==> src/rtl/mc_hs_rx_pkg.sv <==
// ---------------------------------------------------------------------------
// mc_hs_rx_pkg
// Shared types, default parameter values and width helpers for the
// multi-channel 4-phase handshake receiver.
//   ch_state_t : per-channel handshake state (IDLE / ACK)
//   clog2      : ceiling log2 usable in constant expressions
//   ch_width   : channel-id width, never below 1 bit
// ---------------------------------------------------------------------------
package mc_hs_rx_pkg;

  localparam int DEF_DATA_WIDTH  = 32;
  localparam int DEF_NUM_CH      = 4;
  localparam int DEF_SYNC_STAGES = 2;
  localparam int DEF_TIMEOUT     = 1023;

  // ST_ACK is encoded as 1 so that the ack output is the state flop itself.
  typedef enum logic {
    ST_IDLE = 1'b0,
    ST_ACK  = 1'b1
  } ch_state_t;

  function automatic int clog2(input int value);
    int r;
    r = 0;
    while ((1 << r) < value) r++;
    return r;
  endfunction

  function automatic int ch_width(input int num_ch);
    return (num_ch <= 1) ? 1 : clog2(num_ch);
  endfunction

endpackage

==> src/rtl/mc_hs_rx_channel.sv <==
// ---------------------------------------------------------------------------
// mc_hs_rx_channel
// One receive channel: synchronises the asynchronous 4-phase request, runs
// the IDLE/ACK handshake FSM, captures the sender-held word into a one-entry
// hold register and, when HS_TIMEOUT_EN is defined, flags a sender that
// leaves req high for TIMEOUT cycles after ack rose.
// Optional feature macro: HS_TIMEOUT_EN
// Ports:
//   clk, rst    clock, asynchronous active-high reset
//   req         asynchronous request from the sender
//   data        sender data word, stable while req is high
//   ack         acknowledge back to the sender (state flop)
//   hold_data   captured word
//   hold_valid  hold register occupied
//   drain       arbiter takes the held word this edge
//   timeout     sticky timeout flag (0 when the feature is compiled out)
// ---------------------------------------------------------------------------
module mc_hs_rx_channel
  import mc_hs_rx_pkg::*;
#(
  parameter int DATA_WIDTH  = DEF_DATA_WIDTH,
  parameter int SYNC_STAGES = DEF_SYNC_STAGES,
  parameter int TIMEOUT     = DEF_TIMEOUT
) (
  input  logic                  clk,
  input  logic                  rst,
  input  logic                  req,
  input  logic [DATA_WIDTH-1:0] data,
  output logic                  ack,
  output logic [DATA_WIDTH-1:0] hold_data,
  output logic                  hold_valid,
  input  logic                  drain,
  output logic                  timeout
);

  logic [SYNC_STAGES-1:0] sync_q;
  logic                   req_s;
  ch_state_t              state;
  ch_state_t              state_next;
  logic                   capture;

  // Only req crosses domains through flops; data is guaranteed stable by the
  // protocol once req_s is seen high, so it is sampled directly on capture.
  // NOTE: clocked state uses non-blocking assignments so every flop samples
  // the pre-edge value of its neighbours, which is what makes a shift chain.
  always_ff @(posedge clk or posedge rst) begin
    if (rst) sync_q <= '0;
    else     sync_q <= {sync_q[SYNC_STAGES-2:0], req};
  end

  assign req_s = sync_q[SYNC_STAGES-1];

  // State register
  always_ff @(posedge clk or posedge rst) begin
    if (rst) state <= ST_IDLE;
    else     state <= state_next;
  end

  // Next-state logic. A full hold register withholds ack, which stalls the
  // sender until the arbiter has drained the previous word.
  // NOTE: every combinational output gets a default before the case so no
  // path leaves it unassigned and no latch is inferred.
  always_comb begin
    state_next = state;
    case (state)
      ST_IDLE: if (req_s && !hold_valid) state_next = ST_ACK;
      ST_ACK:  if (!req_s)               state_next = ST_IDLE;
      default:                           state_next = ST_IDLE;
    endcase
  end

  // Output logic
  always_comb begin
    ack     = (state == ST_ACK);
    capture = (state == ST_IDLE) && req_s && !hold_valid;
  end

  // Capture needs hold_valid low and drain needs it high, so the two never
  // coincide on one edge.
  always_ff @(posedge clk or posedge rst) begin
    if (rst)          hold_valid <= 1'b0;
    else if (capture) hold_valid <= 1'b1;
    else if (drain)   hold_valid <= 1'b0;
  end

  // NOTE: the data word has no reset; it is only ever observed behind
  // hold_valid, which is reset, so resetting it would buy nothing.
  always_ff @(posedge clk) begin
    if (capture) hold_data <= data;
  end

`ifdef HS_TIMEOUT_EN
  localparam int TW = clog2(TIMEOUT + 1);

  logic [TW-1:0] to_cnt;

  // Counts edges spent in ACK after the ack rise and saturates at TIMEOUT;
  // the flag is set on the edge the count reaches TIMEOUT.
  always_ff @(posedge clk or posedge rst) begin
    if (rst) begin
      to_cnt  <= '0;
      timeout <= 1'b0;
    end else if (capture) begin
      to_cnt <= '0;
    end else if (state == ST_ACK && to_cnt != TW'(TIMEOUT)) begin
      to_cnt <= to_cnt + TW'(1);
      if (to_cnt == TW'(TIMEOUT - 1)) timeout <= 1'b1;
    end
  end
`else
  assign timeout = 1'b0;
`endif

endmodule

==> src/rtl/multi_channel_handshake_receiver.sv <==
// ---------------------------------------------------------------------------
// multi_channel_handshake_receiver
// Receives NUM_CH independent asynchronous 4-phase req/ack transfers and
// merges the captured words round-robin onto one valid/ready stream tagged
// with the source channel.
// Optional feature macro: HS_TIMEOUT_EN (per-channel sticky timeout flags)
// Ports:
//   clk, rst    clock, asynchronous active-high reset
//   req_i       per-channel request (asynchronous)
//   data_i      channel c at [c*DATA_WIDTH +: DATA_WIDTH]
//   ack_o       per-channel acknowledge
//   m_data      output word
//   m_chan      source channel of m_data
//   m_valid     output word valid
//   m_ready     consumer ready
//   timeout_o   sticky per-channel timeout flags
// ---------------------------------------------------------------------------
module multi_channel_handshake_receiver
  import mc_hs_rx_pkg::*;
#(
  parameter int  DATA_WIDTH  = DEF_DATA_WIDTH,
  parameter int  NUM_CH      = DEF_NUM_CH,
  parameter int  SYNC_STAGES = DEF_SYNC_STAGES,
  parameter int  TIMEOUT     = DEF_TIMEOUT,
  localparam int CH_W        = ch_width(NUM_CH)
) (
  input  logic                         clk,
  input  logic                         rst,
  input  logic [NUM_CH-1:0]            req_i,
  input  logic [NUM_CH*DATA_WIDTH-1:0] data_i,
  output logic [NUM_CH-1:0]            ack_o,
  output logic [DATA_WIDTH-1:0]        m_data,
  output logic [CH_W-1:0]              m_chan,
  output logic                         m_valid,
  input  logic                         m_ready,
  output logic [NUM_CH-1:0]            timeout_o
);

  logic [NUM_CH-1:0]     hold_valid;
  logic [NUM_CH-1:0]     drain;
  logic [DATA_WIDTH-1:0] hold_data [NUM_CH];

  logic [CH_W-1:0]       rr_ptr;
  logic [CH_W-1:0]       rr_next;
  logic [CH_W-1:0]       winner;
  logic [DATA_WIDTH-1:0] win_data;
  logic                  found;
  logic                  load;

  for (genvar c = 0; c < NUM_CH; c++) begin : g_ch
    mc_hs_rx_channel #(
      .DATA_WIDTH  (DATA_WIDTH),
      .SYNC_STAGES (SYNC_STAGES),
      .TIMEOUT     (TIMEOUT)
    ) u_ch (
      .clk        (clk),
      .rst        (rst),
      .req        (req_i[c]),
      .data       (data_i[c*DATA_WIDTH +: DATA_WIDTH]),
      .ack        (ack_o[c]),
      .hold_data  (hold_data[c]),
      .hold_valid (hold_valid[c]),
      .drain      (drain[c]),
      .timeout    (timeout_o[c])
    );
  end

  // Round-robin search: first occupied hold register at or after rr_ptr,
  // wrapping past NUM_CH-1. The extra sum bit lets the wrap work for channel
  // counts that are not a power of two.
  always_comb begin
    logic [CH_W:0]   sum;
    logic [CH_W-1:0] idx;
    found    = 1'b0;
    winner   = '0;
    win_data = '0;
    sum      = '0;
    idx      = '0;
    for (int i = 0; i < NUM_CH; i++) begin
      sum = {1'b0, rr_ptr} + (CH_W + 1)'(i);
      if (sum >= (CH_W + 1)'(NUM_CH)) sum = sum - (CH_W + 1)'(NUM_CH);
      idx = sum[CH_W-1:0];
      if (!found && hold_valid[idx]) begin
        found    = 1'b1;
        winner   = idx;
        win_data = hold_data[idx];
      end
    end
  end

  // The output register refills whenever it is empty or being accepted,
  // which gives one word per cycle under continuous m_ready.
  always_comb begin
    load    = !m_valid || m_ready;
    rr_next = (winner == CH_W'(NUM_CH - 1)) ? '0 : winner + CH_W'(1);
    drain   = '0;
    if (load && found) drain[winner] = 1'b1;
  end

  always_ff @(posedge clk or posedge rst) begin
    if (rst) begin
      m_valid <= 1'b0;
      m_data  <= '0;
      m_chan  <= '0;
      rr_ptr  <= '0;
    end else if (load) begin
      if (found) begin
        m_valid <= 1'b1;
        m_data  <= win_data;
        m_chan  <= winner;
        rr_ptr  <= rr_next;
      end else begin
        m_valid <= 1'b0;
      end
    end
  end

endmodule

==> config.mk <==
export PLATFORM = sky130hd
export DESIGN_NAME = multi_channel_handshake_receiver
export DESIGN_NICKNAME = d
export VERILOG_FILES = /design/src/rtl/mc_hs_rx_pkg.sv /design/src/rtl/mc_hs_rx_channel.sv /design/src/rtl/multi_channel_handshake_receiver.sv
export SDC_FILE = /design/constraint.sdc
export NUM_CORES = 1
export LEC_CHECK = 0
export CAP_MARGIN = 20
export CORE_MARGIN = 5
export CORE_UTILIZATION = 48
export DETAILED_ROUTE_END_ITERATION = 8
export MAX_ROUTING_LAYER = met4
export PLACE_DENSITY = 0.82
export SYNTH_ARGS = -nofsm -noshare
export SYNTH_HDL_FRONTEND = slang
export SYNTH_HIERARCHICAL = 1
export SYNTH_SLANG_ARGS = --single-unit
==> constraint.sdc <==
create_clock -name clk -period 2.3 [get_ports clk]
set_clock_uncertainty 0.1 [all_clocks]
set_input_delay 0.345 -clock clk [delete_from_list [all_inputs] [get_ports clk]]
set_output_delay 0.345 -clock clk [all_outputs]
set_load 0.1 [all_outputs]
* Yosys cells after proc, flatten, opt, wreduce, memory -nomap -nowiden *
Cells that the tools add are included.

storage, ports and cells
  flip-flop bits (word level) = 181
  latch bits = 0
  bits in writable memories = 0
  ROM bits = 0
  input bits = 135
  output and inout port bits = 43
  logic and storage cells = 143
  memories = 0

cells by class
  add/sub/neg operators = 8
  multiply operators = 0
  div/mod/pow operators = 0
  order comparisons = 14
  equal/unequal tests = 1
  shifts and indexed selects = 0
  multiplexer cells = 61
  bitwise logic cells = 8
  reduce and logical (&&, ||, !) cells = 31

operators by type and width
  cell                                                                                  count
  32-bit two-way mux                                                                    12
  32-bit binary-select mux with 2-bit select                                            4
  1-bit two-way mux                                                                     26
  3-bit greater-or-equal comparator (second input constant)                             7
  2-bit two-way mux                                                                     9
  1-bit logical AND                                                                     17
  2-bit by 3-bit less-than comparator with 1-bit output (second input constant)         5
  2-bit NOT with 3-bit output                                                           4
  1-bit binary-select mux with 2-bit select                                             4
  1-bit zero test                                                                       8
  1-bit one-hot mux with 2 select lines                                                 4
  2-bit nonzero test                                                                    4
  2-bit by 1-bit subtractor with 2-bit output (second input constant)                   4
  2-bit by 2-bit adder with 3-bit output (second input constant)                        2
  4-bit two-way mux                                                                     1
  1-bit NOT                                                                             4
  2-bit by 1-bit adder with 3-bit output (second input constant)                        1
  2-bit by 3-bit greater-or-equal comparator with 1-bit output (second input constant)  1
  2-bit by 1-bit adder with 2-bit output (second input constant)                        1
  1-bit demux with 2-bit select                                                         1
  2-bit == test (second input constant)                                                 1
  2-bit by 1-bit greater-or-equal comparator with 1-bit output (second input constant)  1
  2-bit AND reduction                                                                   1
  1-bit logical OR                                                                      1

* Logic depth before layout (Yosys ltp) *
  depth after elaboration = 21
  mapped depth = 13

* Hierarchy *
The synthesis kept the hierarchy.

modules (own cells, without submodules)
  module                            instances  cells an instance  area each (um^2)
  multi_channel_handshake_receiver  1          620                5043.6
  mc_hs_rx_channel                  4          44                 1111.1

* Worst setup path before layout *
OpenSTA, ideal clock, no wires.

  path type = reg2reg
  start = reg g_ch[1].u_ch.state
  end = reg g_ch[1].u_ch.hold_data[0] (enable)
  library setup time = 0.417 ns
  arrival = 2.226 ns
  required time = 1.783 ns
  slack = -0.444 ns
  stages on the path, launching flop included = 2
  buffers on the path = 0
  cells stage by stage = dfrtp_1 > nor3b_2

on the way
  word-level cells in the longest chain between the ends = 3

RTL lines
  item                            RTL line                text
  start: declaration              mc_hs_rx_channel.sv:38  ch_state_t state;
  start signal: assignment        mc_hs_rx_channel.sv:56  else state <= state_next;
  1-bit NOT                       mc_hs_rx_channel.sv:75  capture = (state == ST_IDLE) && req_s && !hold_valid;
  1-bit logical AND (2 in a row)  mc_hs_rx_channel.sv:75
  named net g_ch[1].u_ch.capture  mc_hs_rx_channel.sv:40  logic capture;
  end signal: assignment          mc_hs_rx_channel.sv:89  if (capture) hold_data <= data;
  end: declaration                mc_hs_rx_channel.sv:30  output logic [DATA_WIDTH-1:0] hold_data,

The timed path passes the listed nets, and every way through them passes these cells.
A chain may end at the register's enable or synchronous reset.

* Worst setup path in the final report *
  start = reg rr_ptr[0]
  end = reg m_data[22]

on the way
  word-level cells in the longest chain between the ends = 15
  elaborated cells between the ends (all ways) = 54

RTL lines
  item                                                                             RTL line                                 text
  start: declaration                                                               multi_channel_handshake_receiver.sv:43   logic [CH_W-1:0] rr_ptr;
  start signal: assignment                                                         multi_channel_handshake_receiver.sv:111  rr_ptr <= rr_next;
  branches (longest 15 deep; another with 2-bit by 1-bit adder with 3-bit output)  -
  end signal: assignment                                                           multi_channel_handshake_receiver.sv:109  m_data <= win_data;
  end: declaration                                                                 multi_channel_handshake_receiver.sv:32   output logic [DATA_WIDTH-1:0] m_data,

Parallel ways; which one is timed is not known. The select of a mux whose other input is x is not followed.

==> metrics.yaml <==
synth_edf_count: 128
seq_area_frac_synth_pct: 54.5
cp_data_required_time_ps: 2490
critPathMaxFanout: 10
outcome: "complete, no violations"
synth_area_leaders: "edfxtp_1 (41%), dfrtp_1 (14%), mux2i_1 (10%), a2111oi_0 (3.0%), nor2_1 (2.8%)"
cts_made_buffers: 17
avgSynthCellArea_sq_um: 11.9
grt_pass1_wl_um: 39100
synthesis.area_sq_um: 9490
power_w: 0.0187
synthToLayoutAreaGrowth_pct: 30.5
irDropWorstVdd_uv: 812
cts_tree: "built"
gp_congestion: 0.837
insertedDiodeCount: 0
hp-class: "primary input to asynchronous set/reset pin"
powerDensity_nw_per_um2: 1510
placement.io_buffers: 173
cts_hold_buf: 0
final_util_pct: 63.6
cts.path.max_buffers: 2
drt-total-wl_um: 26100
track_usage_pct: 22.9
fmax_mhz: 438
pin_count: 178
yosysUniqueCellTypes: 42
cts_root_buffer: "clkbuf_16"
htreeDepth: 4
cp.arrival_ps: 2480
fin_crit_sh_pct: 99.2
via_per_inst: 5.95
hold_ws_ps: 175
yosys_warnings: 6
multi_input_area_sq_um: 4010
rsz0062_at_grt: "yes"
grt_pass1_vias: 7279
synth_top_area_share_pct: 40.5
vias: 7350
hold_viol: 0
drtIter0Drc: 755
grt_max_degree: 53
syn-num-nets: 935
grt-ovfl-total: 0
p_leak_nw: 4.65
yosys.area.top_type: "edfxtp_1"
endpoint_kind: "flop"
core-area_sq_um: 19500
num-nets-final: 1097
rows: 51
seq_area_sq_um: 5180
synth_common_cells: "edfxtp_1 (128), mux2i_1 (98), nor2_1 (70), dfrtp_1 (53), clkbuf_1 (42)"
drt-pass1-iter-count: 5
path_clk_slew_ps: 70
die_w_um: 151
dieHeight_um: 151
drive_gt1_share_pct: 16.8
drc: 0
start_kind: "flop"
start_util_pct: 48.7
grt_antenna_before_repair: 0
cts_sinks: 181
synth_flop_cell: "edfxtp_1"
synth-seq-cells: 181
async_flop_share_pct: 29.3
cap_violations: 0
path_class: "flop to flop"
clkLatencyLatePin_ps: 440
yosysMostFrequentCell: "edfxtp_1"
netlist_instances: 796
setup_violations: 0
dieArea_sq_um: 22700
final_antenna_net_count: 0
post_drt_wl_per_cell_um: 21.1
finalCriticalPeriod_ps: 2280
slew_viol_final: 0
fillers: 1450
post-dp-hpwl_um: 16600
## stage by stage
stage	std cells	cell area (sq um)	setup slack [ps]	setup TNS [ps]
after global routing	1236	12400	-48.9	-512
final	1236	12400	18.1	0
after CTS	1227	12100	16.5	0
after detailed placement	1195	11500	28.7	0
after global placement	1195	11500	99.7	0
after floorplan	796	9520	182	0
## layout make-up
| cell class | instances | area share [%] |
|---|---|---|
| clock inverter | 7 | 0.424 |
| sequential | 181 | 41.9 |
| multi-input combinational | 522 | 32.4 |
| tap | 265 | 2.68 |
| inverter | 18 | 0.556 |
| timing repair buffer | 218 | 17.7 |
| clock buffer | 25 | 4.45 |
## final timing paths
| kind | from | slack (ps) | cells past startpoint | to |
|---|---|---|---|---|
| max in group asynchronous | rst | 1310 | 3 | m_data[23] |
| worst max-delay path | rr_ptr[0] | 20 | 8 | m_data[22] |
| worst min-delay path | rst | 180 | 2 | g_ch[1].u_ch/sync_q[0] |
| worst min register to register | g_ch[0].u_ch/sync_q[0] | 250 | 0 | g_ch[0].u_ch/sync_q[1] |
| min in group clk | g_ch[0].u_ch/sync_q[0] | 250 | 0 | g_ch[0].u_ch/sync_q[1] |
| worst max register to register | rr_ptr[0] | 20 | 8 | m_data[22] |
## metal layers
layer	part of all wire [%]	GRT usage, %	wire [um]
met1	41	29.2	10600
met4	1.6	7.48	431
met2	49	36.8	12900
met3	8.2	4.73	2130
met5	0	-	0
## timing repair
| action | 4_1_cts | 5_1_grt |
|---|---|---|
| setup buffers | 0 | 4 |
| endpoints found under the setup margin | 1 | 32 |
| pin swaps | 0 | 16 |
| gates cloned | 0 | 5 |
| gates resized for setup | 1 | 54 |
## state kept, by name, indices dropped and copies added (netlist names)
| register | flops |
|---|---|
| g_ch.u_ch/hold_data | 128 |
| m_data | 32 |
| g_ch.u_ch/sync_q | 8 |
| g_ch.u_ch/ack | 4 |
| g_ch.u_ch/hold_valid | 4 |
| m_chan | 2 |
| rr_ptr | 2 |
| m_valid | 1 |
## worst max-delay path, cell delays in order, from the launching register on
cell and delay [ps]:
dfrtp_4 540, buf_12 160, nor2b_2 180, a221oi_4 320, buf_6 170, clkbuf_16 170, a2111oi_2 50, o31ai_1 300
a31oi_1 130
## placed cells by master (no fill, tap or decap), types with 3 or more instances in the layout
| cell type | instances |
|---|---|
| clkdlybuf4s50_1 | 134 |
| edfxtp_1 | 128 |
| mux2i_1 | 98 |
| nor2_1 | 70 |
| buf_4 | 65 |
| dfrtp_1 | 47 |
| nand2_1 | 39 |
| and2_1 | 36 |
| a22oi_1 | 33 |
| a211oi_1 | 32 |
| o31ai_1 | 32 |
| o211ai_1 | 31 |
| a31oi_1 | 31 |
| clkbuf_16 | 24 |
| mux2_2 | 19 |
| inv_1 | 16 |
| mux2_1 | 13 |
| a2111oi_1 | 12 |
| a2111oi_0 | 10 |
| a2111oi_2 | 10 |
| a21o_1 | 6 |
| buf_12 | 6 |
| a21boi_0 | 5 |
| buf_6 | 5 |
| o21ai_0 | 4 |
| ha_1 | 4 |
| nor3b_4 | 4 |
| conb_1 | 4 |
| dfrtp_2 | 4 |
| clkinv_2 | 3 |
| o21ai_1 | 3 |
| nor2b_1 | 3 |
| a21oi_1 | 3 |
| clkbuf_1 | 3 |
| inv_6 | 3 |
| buf_16 | 3 |
## logic make-up after synthesis
| kind of cell | after synthesis | synth area share, % |
|---|---|---|
| compound gates | 218 | 17.2 |
| flops | 181 | 54.5 |
| fa+ha+maj | 4 | 0.528 |
| other cells | 4 | 0.158 |
| simple gates | 165 | 8.37 |
| mux | 131 | 14.3 |
| buf+inv | 93 | 4.97 |
## report_power, final
group | internal, W | switching, W | leakage [nW]
clock | 0.00168 | 0.00127 | 0.295
sequential | 0.00439 | 0.000604 | 1.78
combinational | 0.00380 | 0.00699 | 2.58
Note: power is estimated with default switching activity, not from simulation.
